**src/rtl/aes_disp_pkg.sv**
```systemverilog
// Shared sizes and FSM encoding for the AES byte display controller.
package aes_disp_pkg;

  localparam int NUM_BYTES = 16;
  localparam int IDX_W     = 4;
  localparam int BYTE_W    = 8;
  localparam int BLK_W     = NUM_BYTES * BYTE_W;
  localparam int DWELL_W   = 32;

  typedef enum logic [1:0] {
    ST_IDLE = 2'd0,
    ST_SHOW = 2'd1,
    ST_DONE = 2'd2
  } state_t;

endpackage

```
**src/rtl/aes_byte_disp_ctrl_dwell_timer.sv**
```systemverilog
// Dwell counter: counts enabled cycles and flags the last one of each dwell period.
import aes_disp_pkg::*;

module dwell_timer #(
  parameter int unsigned DWELL_CYCLES = 50_000_000
) (
  input  logic clk,
  input  logic rst,
  input  logic clr,
  input  logic en,
  output logic expire
);

  localparam logic [DWELL_W-1:0] LAST_CNT = DWELL_W'(DWELL_CYCLES - 1);

  logic [DWELL_W-1:0] cnt_reg;
  logic [DWELL_W-1:0] cnt_next;

  // Expiry only counts while enabled, so a held count never fires.
  assign expire = en && (cnt_reg == LAST_CNT);

  always_comb begin
    cnt_next = cnt_reg;
    if (clr) begin
      cnt_next = '0;
    end else if (en) begin
      cnt_next = expire ? '0 : cnt_reg + DWELL_W'(1);
    end
  end

  always_ff @(posedge clk) begin
    if (rst) begin
      cnt_reg <= '0;
    end else begin
      cnt_reg <= cnt_next;
    end
  end

endmodule

```
**src/rtl/aes_byte_disp_ctrl.sv**
```systemverilog
// Steps through the 16 bytes of an AES block for a 7-segment display.
// Define DISPLAY_LOOP_EN to wrap from byte 15 back to byte 0 instead of stopping in DONE.
import aes_disp_pkg::*;

module aes_byte_disp_ctrl #(
  parameter int unsigned DWELL_CYCLES = 50_000_000
) (
  input  logic              clk,
  input  logic              rst,
  input  logic [BLK_W-1:0]  blk_in,
  input  logic              blk_valid,
  output logic              blk_ready,
  input  logic              step,
  input  logic              hold,
  output logic [BYTE_W-1:0] byte_out,
  output logic [IDX_W-1:0]  byte_idx,
  output logic              show_en,
  output logic              done
);

  localparam logic [IDX_W-1:0] LAST_IDX = IDX_W'(NUM_BYTES - 1);

  state_t              state_reg, state_next;
  logic [IDX_W-1:0]    idx_reg, idx_next;
  logic [BLK_W-1:0]    blk_reg, blk_next;
  logic [BYTE_W-1:0]   byte_reg, byte_next;
  logic                done_reg, done_next;
  logic [BYTE_W-1:0]   blk_bytes [NUM_BYTES];

  logic in_show;
  logic accept;
  logic expire;
  logic advance;

  // The controller can always take a new block, including mid-display.
  assign blk_ready = 1'b1;
  assign accept    = blk_valid && blk_ready;
  assign in_show   = (state_reg == ST_SHOW);
  assign advance   = in_show && (step || expire);

  dwell_timer #(
    .DWELL_CYCLES(DWELL_CYCLES)
  ) u_dwell (
    .clk   (clk),
    .rst   (rst),
    .clr   (accept || !in_show || step),
    .en    (in_show && !hold),
    .expire(expire)
  );

  // Byte mux works on the next-state block/index so byte_out lines up with byte_idx.
  generate
    for (genvar gi = 0; gi < NUM_BYTES; gi++) begin : g_bytes
      assign blk_bytes[gi] = blk_next[gi*BYTE_W +: BYTE_W];
    end
  endgenerate

  always_comb begin
    state_next = state_reg;
    idx_next   = idx_reg;
    blk_next   = blk_reg;
    done_next  = 1'b0;
    if (accept) begin
      state_next = ST_SHOW;
      idx_next   = '0;
      blk_next   = blk_in;
    end else if (advance) begin
      if (idx_reg == LAST_IDX) begin
        done_next = 1'b1;
`ifdef DISPLAY_LOOP_EN
        idx_next  = '0;
`else
        state_next = ST_DONE;
`endif
      end else begin
        idx_next = idx_reg + IDX_W'(1);
      end
    end
    byte_next = blk_bytes[idx_next];
  end

  always_ff @(posedge clk) begin
    if (rst) begin
      state_reg <= ST_IDLE;
      idx_reg   <= '0;
      blk_reg   <= '0;
      byte_reg  <= '0;
      done_reg  <= 1'b0;
    end else begin
      state_reg <= state_next;
      idx_reg   <= idx_next;
      blk_reg   <= blk_next;
      byte_reg  <= byte_next;
      done_reg  <= done_next;
    end
  end

  assign byte_out = byte_reg;
  assign byte_idx = idx_reg;
  assign show_en  = (state_reg != ST_IDLE);
  assign done     = done_reg;

endmodule

```
**config.mk**
```make
export PLATFORM = sky130hd
export DESIGN_NAME = aes_byte_disp_ctrl
export DESIGN_NICKNAME = d
export VERILOG_FILES = /design/src/rtl/aes_disp_pkg.sv /design/src/rtl/aes_byte_disp_ctrl_dwell_timer.sv /design/src/rtl/aes_byte_disp_ctrl.sv
export SDC_FILE = /design/constraint.sdc
export NUM_CORES = 1
export LEC_CHECK = 0
export ABC_CLOCK_PERIOD_IN_PS = 4140
export BUFFER_PORTS_ARGS = -buffer_cell sky130_fd_sc_hd__buf_4
export CAP_MARGIN = 20
export CORE_MARGIN = 3
export CORE_UTILIZATION = 40
export DETAILED_ROUTE_END_ITERATION = 7
export PLACE_DENSITY_LB_ADDON = 0.2
export SLEW_MARGIN = 30
export SYNTH_ARGS = -nofsm -noshare
export SYNTH_HDL_FRONTEND = slang
export SYNTH_SLANG_ARGS = --single-unit
```
**constraint.sdc**
```tcl
create_clock -name clk -period 4.14 [get_ports clk]
set_input_delay 0.828 -clock clk [delete_from_list [all_inputs] [get_ports clk]]
set_output_delay 0.828 -clock clk [all_outputs]
set_load 0.005 [all_outputs]
```
Word level (Yosys, flattened, before mapping)
Index checks and enable logic that the tools add are counted.
Storage, ports and cells
  bits in latches: 0
  register bits: 175
  output and inout bits: 15
  memories kept: 0
  memory bits (writable): 0
  ROM bits: 0
  word-level logic and storage cells: 43
  bits of input ports: 133
Operators by class
  $add $sub $neg: 2
  reductions and logical operators: 16
  bitwise gates (word level): 2
  divide/modulo/power cells: 0
  muxes and demuxes: 12
  equality and inequality tests: 3
  $mul: 0
  shift-type cells: 0
  order comparisons: 1
Operators by type and width (number)
  $mux W128: 1
  $add A32 B1 Y32 const B: 1
  $bmux W8 S4: 1
  $eq A32 B26 Y1 const B: 1
  $mux W32: 1
  $mux W8: 2
  $mux W4: 3
  $reduce_bool A2 Y1: 3
  $ge A5 B5 Y1 const B: 1
  $not A4 Y5: 1
  $add A4 B1 Y4 const B: 1
  $eq A4 B4 Y1 const B: 1
  $mux W1: 4
  $reduce_and A2 Y1: 2
  $reduce_or A2 Y1: 2
  $logic_and A1 B1 Y1: 3
  $logic_or A1 B1 Y1: 3
  $reduce_or A3 Y1: 1
  $eq A2 B1 Y1 const B: 1
  $logic_not A1 Y1: 2
  $not A1 Y1: 1

Logic depth before layout (Yosys ltp)
  word-level depth: 11
  gate-level depth with buffers: 13

Hierarchy
From an unflattened synthesis, not the netlist that was laid out.
Second synthesis, totals
  cell total of the unflattened synthesis: 879
  area, all modules: 8251.7 um^2
By module, submodules not included
  aes_byte_disp_ctrl: area an instance 6680.2 um^2, seq. area each 2862.7 um^2, instances 1, cells an instance 701
  dwell_timer: area an instance 1571.5 um^2, seq. area each 640.6 um^2, instances 1, cells an instance 178

Worst setup path before layout
OpenSTA, ideal clock, no wires.
  kind: input to register
  start point: in hold
  end point: reg byte_reg[1] (netlist: byte_out[1])
  required time: 3.997 ns
  setup slack: 0.970 ns
  stages on the path: 9
  arrival time: 3.028 ns
  cell sequence: or3b_4 > or3_4 > nor4_4 > o211ai_1 > and2_1 > nand2_1 > a21oi_1 > a2111oi_0 > o221ai_1
Between the ends
  longest elaborated chain between the ends: 11
Ends and longest elaborated chain
  start: declaration: line aes_byte_disp_ctrl.sv:14  | input logic hold,
  $logic_not A1 Y1: line aes_byte_disp_ctrl.sv:47  | .en (in_show && !hold),
  $logic_and A1 B1 Y1: line aes_byte_disp_ctrl.sv:47
  $logic_and A1 B1 Y1: line aes_byte_disp_ctrl_dwell_timer.sv:20  | assign expire = en && (cnt_reg == LAST_CNT);
  $logic_or A1 B1 Y1: line aes_byte_disp_ctrl.sv:39  | assign advance = in_show && (step || expire);
  $logic_and A1 B1 Y1: line aes_byte_disp_ctrl.sv:39
  $mux W4: line aes_byte_disp_ctrl.sv:67  | end else if (advance) begin
  $mux W4: line aes_byte_disp_ctrl.sv:63  | if (accept) begin
  $not A4 Y5 (implied by the code): line aes_byte_disp_ctrl.sv:79  | byte_next = blk_bytes[idx_next];
  $bmux W8 S4: line aes_byte_disp_ctrl.sv:79
  $mux W8 (implied by the code) (2 in series): line aes_byte_disp_ctrl.sv:79
  end signal: assignment: line aes_byte_disp_ctrl.sv:93  | byte_reg <= byte_next;
  end: declaration: line aes_byte_disp_ctrl.sv:26  | logic [BYTE_W-1:0] byte_reg, byte_next;
Every way passes these cells. The select of a mux whose other input is x is not followed.
A chain may end at the register's enable or synchronous reset.

Worst setup path after layout
Same ends and word-level chain as after synthesis.

==> results.sh <==
export IMPL_ys_types=57
export IMPL_grt_pass1_wl_um=40720
export IMPL_pin_count=148
export IMPL_drc=0
export IMPL_power_frac_seq=0.471
export IMPL_grt_max_degree=74
export IMPL_numPortBuffers=146
export IMPL_rows=54
export IMPL_ys_async_sr_fraction=0
export IMPL_die_w_um=155.7
export IMPL_dp_cells=1390
export IMPL_post_route_period_util=0.8245
export IMPL_syn_inst=1016
export IMPL_p_sw_frac=0.2803
export IMPL_fin_tns_setup_ns=0
export IMPL_antenna_found_initial=0
export IMPL_wirelength_um=26190
export IMPL_cts_tree="done"
export IMPL_gp_congestion=0.8668
export IMPL_start_util=0.4094
export IMPL_hp_class="reg2reg"
export IMPL_die_y_um=155.7
export IMPL_power_per_cell_area_nw_per_um2=360.2
export IMPL_cts_resized=0
export IMPL_whs_ns=0.4983
export IMPL_post_dp_hpwl_um=18850
export IMPL_ant_nets=0
export IMPL_dr_total_vias=7983
export IMPL_synth_flop_cell="dfxtp_1"
export IMPL_yosys_area_top_type="dfxtp_1"
export IMPL_hold_buffers=0
export IMPL_synth_edf_count=0
export IMPL_die_area_um2=24230
export IMPL_final_common_cell="nor2_1"
export IMPL_ys_warn_count=0
export IMPL_final_cell_area_um2=10850
export IMPL_yosysTopAreaCellShare=0.3910
export IMPL_maxSlewHeadroom=0.3756
export IMPL_cp_required_ns=4.49
export IMPL_finalHoldViolCount=0
export IMPL_synth_fp_nets=1151
export IMPL_p_int_w=0.002813
export IMPL_core_area_um2=21890
export IMPL_clockBufferDepth=2
export IMPL_nets=1264
export IMPL_drt_iter0_drc=696
export IMPL_cts_sinks=175
export IMPL_worstMarginPinSlew_ns=0.9367
export IMPL_critical_path_arrival_ns=3.76
export IMPL_track_usage=0.2107
export IMPL_postCtsSetupBuffers=0
export IMPL_ys_seq_elements=175
export IMPL_drv_cap=0
export IMPL_dpl_cell_area_um2=10300
export IMPL_crit_fanout=10
export IMPL_finalPower_w=0.003909
export IMPL_vias_per_cell=5.614
export IMPL_status="completed"
export IMPL_max_vdd_ir_drop_uv=238.9
export IMPL_largest_reg_flops=128
export IMPL_drt_pass1_iterations=5
export IMPL_synth_area_leaders="dfxtp_1, mux2i_1, nor2_1"
export IMPL_crit_path_start_kind="primary input"
export IMPL_timing_worst_setup_path_type="in2reg"
export IMPL_combPwrFrac=0.135
export IMPL_clock_root_buffer="clkbuf_16"
export IMPL_path_clk_slew_ns=0.07
export IMPL_wire_per_inst_um=18.42
export IMPL_finalSetupViolCount=0
export IMPL_clkPwrFrac=0.395
export IMPL_switching_power_w=0.001096
export IMPL_areaGrowthSynthToFinish_pct=21.10
export IMPL_critPathCaptureType="register"
export IMPL_grt_overflow=0
export IMPL_syn_avg_cell_area_um2=8.820
export IMPL_num_antenna_cells=0
export IMPL_skew_ns=0.009215
export IMPL_drive_above_1_share=0.2040
export IMPL_p_leak_nw=4.392
export IMPL_clkLatencyLatePin_ns=0.43
export IMPL_h_tree_depth=4
export IMPL_period_needed_ns=3.413
export IMPL_fmax_ghz=0.2930
export IMPL_slew_violations=0
export IMPL_cts_buffers=17
export IMPL_stdcell_count=1422
export IMPL_rsz0062_at_grt="false"
export IMPL_synth_area_um2=8961
export IMPL_nFillCells=2165
export IMPL_first_global_vias=7430
export IMPL_yosysSeqAreaShare=0.3910
export IMPL_mostFrequentLayoutCells="nor2_1, dfxtp_1, mux2i_1"
[synthesized netlist by cell type (6+ instances only)]
cell type and n:
and2_1 6, nand4_1 7, or3_1 10, nor2b_1 6, a22o_1 7, a21oi_1 29
or2_2 6, a221o_1 11, o221ai_1 11, a221oi_2 7, inv_1 17, a31oi_1 7
nor2_1 187, a221oi_1 39, a32oi_1 9, xor2_1 16, dfxtp_1 175, a2111oi_0 6
clkbuf_1 42, o22ai_1 11, nand3_1 35, xnor2_1 12, o21ai_0 29, mux2i_1 170
nor3_1 12, nand2_1 60, buf_2 9, buf_1 22
[area by class of cell]
cell class	instances	area [um^2]	share of cell area
Timing Repair Buffer	171	1294	0.1192
Multi-Input combinational cell	747	5084	0.4685
Tap cell	280	350.3	0.03228
Clock buffer	17	425.4	0.03920
Inverter	17	63.81	0.005880
Sequential cell	175	3507	0.3232
Clock inverter	15	127.6	0.01176
[path summary, 6_finish.rpt]
path / start / endpoint / slack (ns) / depth (start not counted)
worst max-delay path: hold / byte_out[1]$_SDFF_PP0_ / 0.73 / 11
worst min-delay path: blk_reg[4]$_SDFF_PP0_ / blk_reg[4]$_SDFF_PP0_ / 0.50 / 2
worst max register to register: state_reg[0]$_SDFFE_PP0P_ / byte_out[1]$_SDFF_PP0_ / 0.79 / 10
worst min register to register: blk_reg[4]$_SDFF_PP0_ / blk_reg[4]$_SDFF_PP0_ / 0.50 / 2
[power groups by stage]
stage | combinational, W | clock, W | sequential (W)
finish | 0.000526 | 0.00154 | 0.00184
floorplan | 0.000329 | 0 | 0.00184
global route | 0.000577 | 0.00164 | 0.00185
detailed placement | 0.000524 | 0 | 0.00188
CTS | 0.000526 | 0.00157 | 0.00184
global placement | 0.000521 | 0 | 0.00188
[per-stage QoR]
stage	utilization	setup WS [ns]
2_1_floorplan	-	0.9697
3_3_place_gp	0.4702	0.3354
3_5_place_dp	0.4703	0.3478
4_1_cts	0.4956	0.7551
5_1_grt	0.4957	0.5185
6_report	0.4957	0.7266
[critical path: stages]
cell and delay [ns]:
buf_4 0.12, or3b_4 0.40, or3_4 0.38, nor4_4 0.39
o211ai_1 0.20, a21oi_2 0.46, a2111oi_0 0.14, a211oi_1 0.38
a2111oi_0 0.12, buf_4 0.20, o221ai_1 0.15
[cells by family (layout without fill, tap and decap cells)]
logic type | Yosys count | count (layout) | share of synthesized area
AOI/OAI and AO/OA | 187 | 187 | 0.1597
xor gates and xnor gates | 29 | 29 | 0.03044
adders and majority gates | 2 | 2 | 0.002792
buffers and inverters | 94 | 220 | 0.04314
DFF | 175 | 175 | 0.3910
muxes | 175 | 175 | 0.1962
other | 1 | 1 | 0.0004185
and+or+nand+nor | 353 | 353 | 0.1764
[metal layers]
metal | up-vias | wire length (um) | global-route usage | share of wire
met5 | - | 0 | 0 | 0
met4 | 0 | 455 | 0.05794 | 0.017
met3 | 30 | 1523 | 0.03994 | 0.058
met2 | 258 | 11980 | 0.3268 | 0.46
met1 | 3780 | 12230 | 0.3011 | 0.47
li1 | 3915 | - | - | -
(Power assumes the default switching activity.)
